File: src/rtl/fetch_pkg.sv
// fetch_pkg: definitions shared by the fetch stage and the decode-side
// control/hazard blocks.
//   NOP_INST         canonical bubble instruction (addi x0,x0,0)
//   DEFAULT_RESET_PC default program counter after reset
//   fetch_state_t    fetch FSM states
package fetch_pkg;

  localparam logic [31:0] NOP_INST         = 32'h0000_0013;
  localparam logic [31:0] DEFAULT_RESET_PC = 32'h0100_0000;

  typedef enum logic [1:0] {
    RUN    = 2'd0,
    DRAIN  = 2'd1,
    HALTED = 2'd2
  } fetch_state_t;

endpackage

File: src/rtl/fetch_stage_if_id_reg.sv
// if_id_reg: IF/ID pipeline register.
//   clock, reset   rising-edge clock, async active-high reset (to a bubble)
//   load           capture inst/pc as a valid instruction
//   bubble         capture NOP_INST with pc, marked invalid
//   (neither)      hold current contents
//   inst, pc       incoming instruction word and its PC
//   if_inst, if_pc, if_valid  registered outputs towards decode
module if_id_reg
  import fetch_pkg::*;
#(
  parameter logic [31:0] RESET_PC = DEFAULT_RESET_PC
) (
  input  logic        clock,
  input  logic        reset,
  input  logic        load,
  input  logic        bubble,
  input  logic [31:0] inst,
  input  logic [31:0] pc,
  output logic [31:0] if_inst,
  output logic [31:0] if_pc,
  output logic        if_valid
);

  always_ff @(posedge clock or posedge reset) begin
    if (reset) begin
      if_inst  <= NOP_INST;
      if_pc    <= RESET_PC;
      if_valid <= 1'b0;
    end else if (bubble) begin
      // Bubble takes precedence so a flush can never let a wrong-path word through.
      if_inst  <= NOP_INST;
      if_pc    <= pc;
      if_valid <= 1'b0;
    end else if (load) begin
      if_inst  <= inst;
      if_pc    <= pc;
      if_valid <= 1'b1;
    end
  end

endmodule

File: src/rtl/fetch_stage.sv
// fetch_stage: RV32I instruction-fetch stage.
//   clock, reset       rising-edge clock, async active-high reset
//   imem_addr          current PC (combinational from PC register)
//   imem_data          instruction at imem_addr, same-cycle read
//   stall              hold PC, IF/ID and fetch_count
//   redirect/_pc       taken branch/jump from execute, with target
//   halt_req           ECALL seen by decode; drain pipeline then halt
//   if_id_inst/_pc     registered instruction and its PC for decode
//   if_id_valid        qualifier: decode may act on if_id_inst only when 1;
//                      when 0 the word is NOP_INST and must be treated as a
//                      bubble. There is no back-pressure from decode other
//                      than stall; each edge presents a new IF/ID word.
//   misaligned         sticky flag: some redirect target had bits [1:0] != 0
//   halted             high in HALTED
//   fetch_count        valid instructions loaded into IF/ID (wraps)
//   fsm_state          current FSM state, for observation
module fetch_stage
  import fetch_pkg::*;
#(
  parameter logic [31:0] RESET_PC     = DEFAULT_RESET_PC,
  parameter int unsigned DRAIN_CYCLES = 4
) (
  input  logic         clock,
  input  logic         reset,
  output logic [31:0]  imem_addr,
  input  logic [31:0]  imem_data,
  input  logic         stall,
  input  logic         redirect,
  input  logic [31:0]  redirect_pc,
  input  logic         halt_req,
  output logic [31:0]  if_id_inst,
  output logic [31:0]  if_id_pc,
  output logic         if_id_valid,
  output logic         misaligned,
  output logic         halted,
  output logic [31:0]  fetch_count,
  output fetch_state_t fsm_state
);

  localparam int CNT_W = (DRAIN_CYCLES > 1) ? $clog2(DRAIN_CYCLES) : 1;
  localparam logic [CNT_W-1:0] DRAIN_LOAD = CNT_W'(DRAIN_CYCLES - 1);

  fetch_state_t     state_q, state_d;
  logic [31:0]      pc_q, pc_d;
  logic [CNT_W-1:0] drain_cnt_q, drain_cnt_d;
  logic [31:0]      fetch_cnt_q, fetch_cnt_d;
  logic             misaligned_q, misaligned_d;
  logic             ifid_load, ifid_bubble;

  // State register
  always_ff @(posedge clock or posedge reset) begin
    if (reset) state_q <= RUN;
    else       state_q <= state_d;
  end

  // Next-state logic
  always_comb begin
    state_d = state_q;
    case (state_q)
      RUN:     if (halt_req) state_d = DRAIN;
      // Counter was loaded with DRAIN_CYCLES-1, so DRAIN lasts DRAIN_CYCLES edges.
      DRAIN:   if (drain_cnt_q == '0) state_d = HALTED;
      HALTED:  state_d = HALTED;
      default: state_d = RUN;
    endcase
  end

  // Output / datapath control
  always_comb begin
    pc_d         = pc_q;
    drain_cnt_d  = drain_cnt_q;
    fetch_cnt_d  = fetch_cnt_q;
    misaligned_d = misaligned_q;
    ifid_load    = 1'b0;
    ifid_bubble  = 1'b0;
    case (state_q)
      RUN: begin
        if (halt_req) begin
          ifid_bubble = 1'b1;
          drain_cnt_d = DRAIN_LOAD;
        end else if (redirect) begin
          // Low bits are dropped; the flag records that the target was bad.
          pc_d        = {redirect_pc[31:2], 2'b00};
          ifid_bubble = 1'b1;
          if (redirect_pc[1:0] != 2'b00) misaligned_d = 1'b1;
        end else if (!stall) begin
          ifid_load   = 1'b1;
          pc_d        = pc_q + 32'd4;
          fetch_cnt_d = fetch_cnt_q + 32'd1;
        end
      end
      DRAIN: begin
        ifid_bubble = 1'b1;
        if (drain_cnt_q != '0) drain_cnt_d = drain_cnt_q - 1'b1;
      end
      default: ifid_bubble = 1'b1;  // HALTED: keep refreshing the same bubble
    endcase
  end

  always_ff @(posedge clock or posedge reset) begin
    if (reset) begin
      pc_q         <= RESET_PC;
      drain_cnt_q  <= '0;
      fetch_cnt_q  <= '0;
      misaligned_q <= 1'b0;
    end else begin
      pc_q         <= pc_d;
      drain_cnt_q  <= drain_cnt_d;
      fetch_cnt_q  <= fetch_cnt_d;
      misaligned_q <= misaligned_d;
    end
  end

  if_id_reg #(.RESET_PC(RESET_PC)) u_if_id (
    .clock    (clock),
    .reset    (reset),
    .load     (ifid_load),
    .bubble   (ifid_bubble),
    .inst     (imem_data),
    .pc       (pc_q),
    .if_inst  (if_id_inst),
    .if_pc    (if_id_pc),
    .if_valid (if_id_valid)
  );

  assign imem_addr   = pc_q;
  assign misaligned  = misaligned_q;
  assign halted      = (state_q == HALTED);
  assign fetch_count = fetch_cnt_q;
  assign fsm_state   = state_q;

endmodule

File: config.mk
export PLATFORM = sky130hd
export DESIGN_NAME = fetch_stage
export DESIGN_NICKNAME = d
export VERILOG_FILES = /design/src/rtl/fetch_pkg.sv /design/src/rtl/fetch_stage_if_id_reg.sv /design/src/rtl/fetch_stage.sv
export SDC_FILE = /design/constraint.sdc
export NUM_CORES = 1
export LEC_CHECK = 0
export ABC_AREA = 1
export CAP_MARGIN = 40
export CORE_MARGIN = 3
export CORE_UTILIZATION = 55
export CTS_CLUSTER_SIZE = 14
export DETAILED_ROUTE_END_ITERATION = 10
export DONT_BUFFER_PORTS = 1
export PLACE_DENSITY = 0.67
export SYNTH_ARGS = -nofsm -noshare
export SYNTH_HDL_FRONTEND = slang
export SYNTH_SLANG_ARGS = --single-unit
export TNS_END_PERCENT = 10
File: constraint.sdc
create_clock -name clock -period 5.55 [get_ports clock]
set_clock_uncertainty 0.2 [all_clocks]
set_input_delay 0.555 -clock clock [delete_from_list [all_inputs] [get_ports clock]]
set_output_delay 0.555 -clock clock [all_outputs]
set_load 0.03 [all_outputs]
==> flow_summary.yaml, run 1 <==
global_routing:
  number_of_antenna_violations_at_the_first_check_in_global_routing: 0
  pin_count_of_the_biggest_net_entering_global_routing: 63
  first_global_vias: 5197
  grt.total_usage: 0.252
  grt_overflow_total: 0
  grt_pass1_wl_um: 26400
sta:
  min_period_ns: 3.14
  rsz0062_at_grt: "no"
  worst-slew-pin-transition_ns: 0.750
  finalHoldViolCount: 0
  finalSetupViolations: 0
  tns_ns: 0
  timing.final.max_slew_violations: 0
  relSlewSlack: 0.499
  fmax_ghz: 0.319
  portion_of_the_clock_cycle_consumed_by_the_worst_path_in_the_final_layout: 0.565
setup_path:
  cp_max_fo: 62
  path_buf_inv: 4
  cp_num_cells: 9
  worst_flop_to_flop_path_endpoint: "u_if_id.if_pc[9]"
  critical_path.top_delay_family: "buffers and inverters"
  critPathMaxStageDelay_ns: 0.57
  critPathArrivalTime_ns: 3.21
  cp-start-kind: "flip-flop"
  critPathKind: "flip-flop to flip-flop"
  crit_top_cell: "inv_2"
  ff2ff_setup_slack_ns: 2.41
  cp_slowest_cell: "buf_4"
  timing.critical_path.required_ns: 5.62
  end_kind: "flip-flop"
  worstRegToRegCells: 9
  timing.rr.start: "fsm_state[0]"
  critical_path.cell_chain: "inv_1, ha_1, inv_2, nor2_4, nand2_2, nand2_1, inv_2, buf_4, o21ai_0"
detailed_routing:
  post_drt_wl_per_cell_um: 17.0
  routed_wl_um: 16600
  drt_pre_antenna_iters: 4
  starting_drt_drc_count: 388
  route.antenna.remaining_nets: 0
  post-route-drc-count: 0
  routed_via_density: 5.52
  routed-via-count: 5403
power_and_ir_drop:
  clock_power_share: 0.296
  cellInternalPower_w: 0.00214
  sequentialPowerShare: 0.527
  vdd_ir_drop_max_v: 0.000292
  power_leakage_nw: 3.44
  sw_pwr_w: 0.00168
  p_sw_frac: 0.440
  p_per_cell_area_nw_per_um2: 524
  power.share.combinational: 0.177
synthesis:
  yosys.area.top_type: "dfrtp_1"
  yosysWarnings: 0
  ys_async_sr_fraction: 1.00
  post_synth_edffs: 0
  synth.area.top_cells: "dfrtp_1 47%, nand2_1 14%, nor2_1 5.6%, inv_1 4.5%, o21ai_0 4.0%"
  yosysTopAreaCellShare: 0.474
  synthCells: 825
  synth.yosys.seq_area_share: 0.494
  synth_ff_type: "dfrtp_1"
  synth_cell_type_count: 40
  postSynthRegisterBits: 130
  post_synth.cell_area_avg_um2: 8.00
  synth_area_um2: 6600
clock_tree:
  tritoncts: "done"
  postCtsSetupRepairBufs: 0
  htreeDepth: 4
  tritoncts.num_buffers: 17
  clock_path_buffers: 2
  clk_pin_slew_worst_paths_ns: 0.06
  worstSkewPairLatency_ns: 0.42
  cts.sink_count: 130
  cts_root_buffer: "clkbuf_16"
placed_design:
  dp_hpwl_um: 12200
  gp_congestion: 0.891
  detailed_place.area_um2: 6690
  io_buffer_count: 0
floorplanning:
  fp.coreArea_um2: 11600
  initial_cell_density_of_the_core: 0.571
  io-pin-count: 202
  floorplan.die.width_um: 116
  die_height_um: 116
  core_rows: 39
  die_area_um2: 13400
layout:
  fill_cells: 1017
  fin_area_um2: 7300
  antenna_cells: 0
  areaGrowthSynthToFinish_pct: 10.6
  most-common-layout-cells: "247 x nand2_1, 125 x dfrtp_1, 98 x nor2_1, 79 x inv_1, 53 x o21ai_0"
  layout.cells.most_common: "nand2_1"
  finalNetCount: 898
  drive_above_1_share: 0.0778
status:
  run_status: "finished clean"
min_path:
  hold-path-endpoint: "misaligned"
  worst_hold_startpoint: "redirect"
  hold_critical_path_depth: 2
  worst_hold_path_type: "primary input to flip-flop"
run:
  cap_violations: 0
worst reg2reg max path, delay by kind of cell, from the launching register on:
family | cells | cell delay, ns
buffers and inverters | 4 | 1.21
AO/OA/AOI/OAI | 1 | 0.23
flip-flops | 1 | 0.53
AND/OR/NAND/NOR | 3 | 0.55
adder cells (fa/ha/maj) | 1 | 0.27
logic make-up after synthesis:
family | after synthesis | synth area share
AOI/OAI and AO/OA | 116 | 0.109
buffers and inverters | 115 | 0.0741
other | 1 | 0.000568
and+or+nand+nor | 434 | 0.281
adders and majority gates | 6 | 0.0114
xor gates and xnor gates | 23 | 0.0305
DFF | 130 | 0.494
metal layers:
metal	wire length [µm]	GRT usage
met5	0	0
met4	286	0.0915
met3	1620	0.0961
met2	8080	0.417
met1	6620	0.300
through the flow:
| stage | std cells | worst slack, ns | utilization | hold slack [ns] | power, W |
|---|---|---|---|---|---|
| 4_1_cts | 979 | 2.35 | 0.631 | 0.0626 | 0.00385 |
| 3_3_place_gp | 944 | 2.53 | 0.575 | 0.272 | 0.00267 |
| 3_5_place_dp | 946 | 2.37 | 0.578 | 0.296 | 0.00271 |
| 5_1_grt | 979 | 2.15 | 0.631 | 0.0657 | 0.00405 |
| 6_report | 979 | 2.41 | 0.631 | 0.0742 | 0.00383 |
| 2_1_floorplan | 828 | 1.33 | - | 0.252 | 0.00247 |
area by class of cell:
cell class | instances | area (µm²) | area share
well taps | 143 | 179 | 0.0245
clock buffers | 19 | 443 | 0.0607
flip-flops and latches | 130 | 3260 | 0.446
multi-input cells | 583 | 2870 | 0.393
repair buffers | 6 | 71.3 | 0.00977
clock inverters | 13 | 161 | 0.0221
inverters | 85 | 322 | 0.0440
power by group through the flow:
stage	clock (W)	sequential (W)	combinational, W
floorplan	0	0.00191	0.000562
global placement	0	0.00203	0.000644
detailed placement	0	0.00203	0.000680
CTS	0.00115	0.00202	0.000684
global route	0.00119	0.00206	0.000800
finish	0.00113	0.00202	0.000677
flip-flops by register name, indices dropped and copies added (netlist names):
register and flops:
drain_cnt_q 2, u_if_id.if_pc 30, imem_addr 30, fetch_count 32, fsm_state 2, u_if_id.if_inst 32
misaligned 1, u_if_id.if_valid 1
worst max-delay path by stage:
stage / startpoint / to / slack, ns
2_1_floorplan: reset / drain_cnt_q[0] / 1.33
3_3_place_gp: fsm_state[0] / u_if_id.if_inst[12] / 2.53
3_5_place_dp: fsm_state[0] / u_if_id.if_pc[9] / 2.37
4_1_cts: fsm_state[0] / u_if_id.if_pc[9] / 2.35
5_1_grt: fsm_state[0] / u_if_id.if_pc[19] / 2.15
6_report: fsm_state[0] / u_if_id.if_pc[9] / 2.41
synth_stat cells, types with 2 or more instances:
cell type / count
xor2_1: 9
dfstp_2: 5
buf_2: 10
buf_4: 4
dfrtp_1: 125
buf_1: 3
buf_6: 4
nor2_1: 98
nor3_1: 12
nand3_1: 45
nand2_2: 3
o21ai_1: 7
ha_1: 6
xnor2_1: 14
nand2_1: 247
nand4_1: 8
clkbuf_1: 9
a21oi_1: 17
o22a_1: 3
a22o_1: 29
nor3_2: 2
inv_1: 80
o21ai_0: 53
a22oi_1: 2
nand3b_1: 5
nor2_2: 2
inv_2: 5
nor2_4: 6
what timing repair did:
action / 4_1_cts / 5_1_grt
endpoints found under the setup margin: 0 / 0
hold buffers: 1 / 0
resized for setup: 0 / 0
hold endpoints to repair: 40 / 0
No activity file was read; power rests on OpenSTA's default activity.
==> run 2, diff against run 1 <==
Clock period 5.55 ns to 3.3 ns, I/O delays scaled along.
==> run 2 against run 1 <==
Maximum frequency grew 17%. Core utilization grew 5.3 points. Power grew 68%. Non-clock buffer count grew 67. Global-route usage grew 2.7 points. Die area is the same. Critical endpoint is now misaligned. Highest routed layer unchanged.
==> flow_summary.yaml, run 2 (synthesized netlist as in run 1, its figures left out) <==
detailed_routing:
  route.antenna.remaining_nets: 0
  routed_wl_um: 17900
  routed_via_density: 5.48
  post-route-drc-count: 0
  post_drt_wl_per_cell_um: 17.1
  drt_pre_antenna_iters: 4
  starting_drt_drc_count: 490
  routed-via-count: 5729
floorplanning:
  core_rows: 39
  initial_cell_density_of_the_core: 0.571
  die_area_um2: 13400
  die_height_um: 116
  fp.coreArea_um2: 11600
  io-pin-count: 202
  floorplan.die.width_um: 116
global_routing:
  grt.total_usage: 0.279
  met1_usage: 0.330
  pin_count_of_the_biggest_net_entering_global_routing: 82
  first_global_vias: 5812
  grt.met2_usage: 0.471
  number_of_antenna_violations_at_the_first_check_in_global_routing: 0
  gr-max-usage-layer: "met2"
  grt_pass1_wl_um: 29000
  grt_overflow_total: 0
  grtUsageMet3: 0.0982
sta:
  worst-slew-pin-transition_ns: 0.807
  portion_of_the_clock_cycle_consumed_by_the_worst_path_in_the_final_layout: 0.814
  final_critical_path_setup_slack_ns: 0.614
  rsz0062_at_grt: "no"
  timing.final.max_slew_violations: 0
  min_period_ns: 2.69
  finalHoldViolCount: 0
  relSlewSlack: 0.460
  fmax_ghz: 0.372
  tns_ns: 0
  finalSetupViolations: 0
min_path:
  worst_hold_path_type: "primary input to flip-flop"
  hold_critical_path_depth: 6
clock_tree:
  tritoncts: "done"
  cts_root_buffer: "clkbuf_16"
  clk_pin_slew_worst_paths_ns: 0.05
  worstSkewPairLatency_ns: 0.41
  clock_path_buffers: 2
  tritoncts.num_buffers: 17
  htreeDepth: 4
  post_cts_resize_count: 0
  cts.sink_count: 130
layout:
  multi_input_area_um2: 2870
  most-common-layout-cells: "247 x nand2_1, 125 x dfrtp_1, 98 x nor2_1, 79 x inv_1, 66 x dlygate4sd3_1"
  antenna_cells: 0
  post-route-util: 0.685
  fill_cells: 923
  fin_area_um2: 7920
  layout.cells.most_common: "nand2_1"
  ff_latch_area_um2: 3260
  drive_above_1_share: 0.0721
  finalNetCount: 965
  areaGrowthSynthToFinish_pct: 19.9
placed_design:
  dp_hpwl_um: 12200
  dp_slack_ns: 0.752
  io_buffer_count: 0
  gp_congestion: 0.854
  detailed_place.area_um2: 6690
setup_path:
  end_kind: "flip-flop"
  worstRegToRegCells: 8
  critPathArrivalTime_ns: 2.83
  timing.critical_path.required_ns: 3.44
  critPathKind: "flip-flop to flip-flop"
  cp-start-kind: "flip-flop"
  cp_max_fo: 3
status:
  run_status: "finished clean"
power_and_ir_drop:
  vdd_ir_drop_max_v: 0.000492
  p_per_cell_area_nw_per_um2: 810
  power_leakage_nw: 3.70
  design_power_total_w: 0.00641
run:
  cap_violations: 0
run 2: cell types whose count changed in the layout (fill, tap and decap cells not counted), sizes merged:
cell	previous run	this run
bufinv	3	1
clkinv	6	4
clkinvlp	4	3
buf	5	7
clkbuf	19	23
dlygate4sd3	1	66
run 2: layout make-up:
class,instances,share of cell area
Inverter,85,0.0408
Multi-Input combinational cell,583,0.362
Sequential cell,130,0.412
Tap cell,143,0.0226
Clock inverter,8,0.00980
Timing Repair Buffer,73,0.0916
Clock buffer,23,0.0616
run 2: where the power goes:
part | leakage (nW) | internal [W] | switching (W)
logic | 1.77 | 0.000442 | 0.000784
registers | 1.65 | 0.00202 | 0.00139
clock network | 0.275 | 0.00111 | 0.000672
total | 3.70 | 0.00357 | 0.00285
run 2: per-layer routing:
layer  share of wire  wire length (µm)  vias to the layer above
met1            0.40              7110                     2690
met5               0                 0                        -
li1                -                 -                     2777
met3           0.090              1620                       32
met2            0.49              8800                      230
met4           0.022               394                        0
run 2: worst paths after layout:
path	start	endpoint	slack (ns)
setup / recovery	fsm_state[1]	misaligned	0.61
hold / removal	redirect_pc[23]	imem_addr[23]	0.02
setup reg to reg	fsm_state[1]	misaligned	0.61
hold reg to reg	drain_cnt_q[0]	drain_cnt_q[0]	0.32
max in group asynchronous	reset	imem_addr[24]	1.84
min in group asynchronous	reset	u_if_id.if_inst[15]	0.25
run 2: timing repair:
| item | CTS | global route |
|---|---|---|
| hold buffers | 66 | 0 |
| buffers inserted | 0 | 0 |
| endpoints found under the hold margin | 85 | 0 |
run 2: critical path: stages (launching register included):
cell,delay [ns]
dfrtp_1,0.50
inv_1,0.16
ha_1,0.24
inv_2,0.08
nor2_4,0.11
nand2_1,0.06
dlygate4sd3_1,0.59
o21bai_1,0.12
dlygate4sd3_1,0.56
run 2: stage by stage:
stage          hold slack, ns  instances
2_1_floorplan           0.252        828
3_3_place_gp           0.0615        948
3_5_place_dp           0.0792        948
4_1_cts             0.0000846       1045
5_1_grt                0.0166       1045
6_report               0.0178       1045
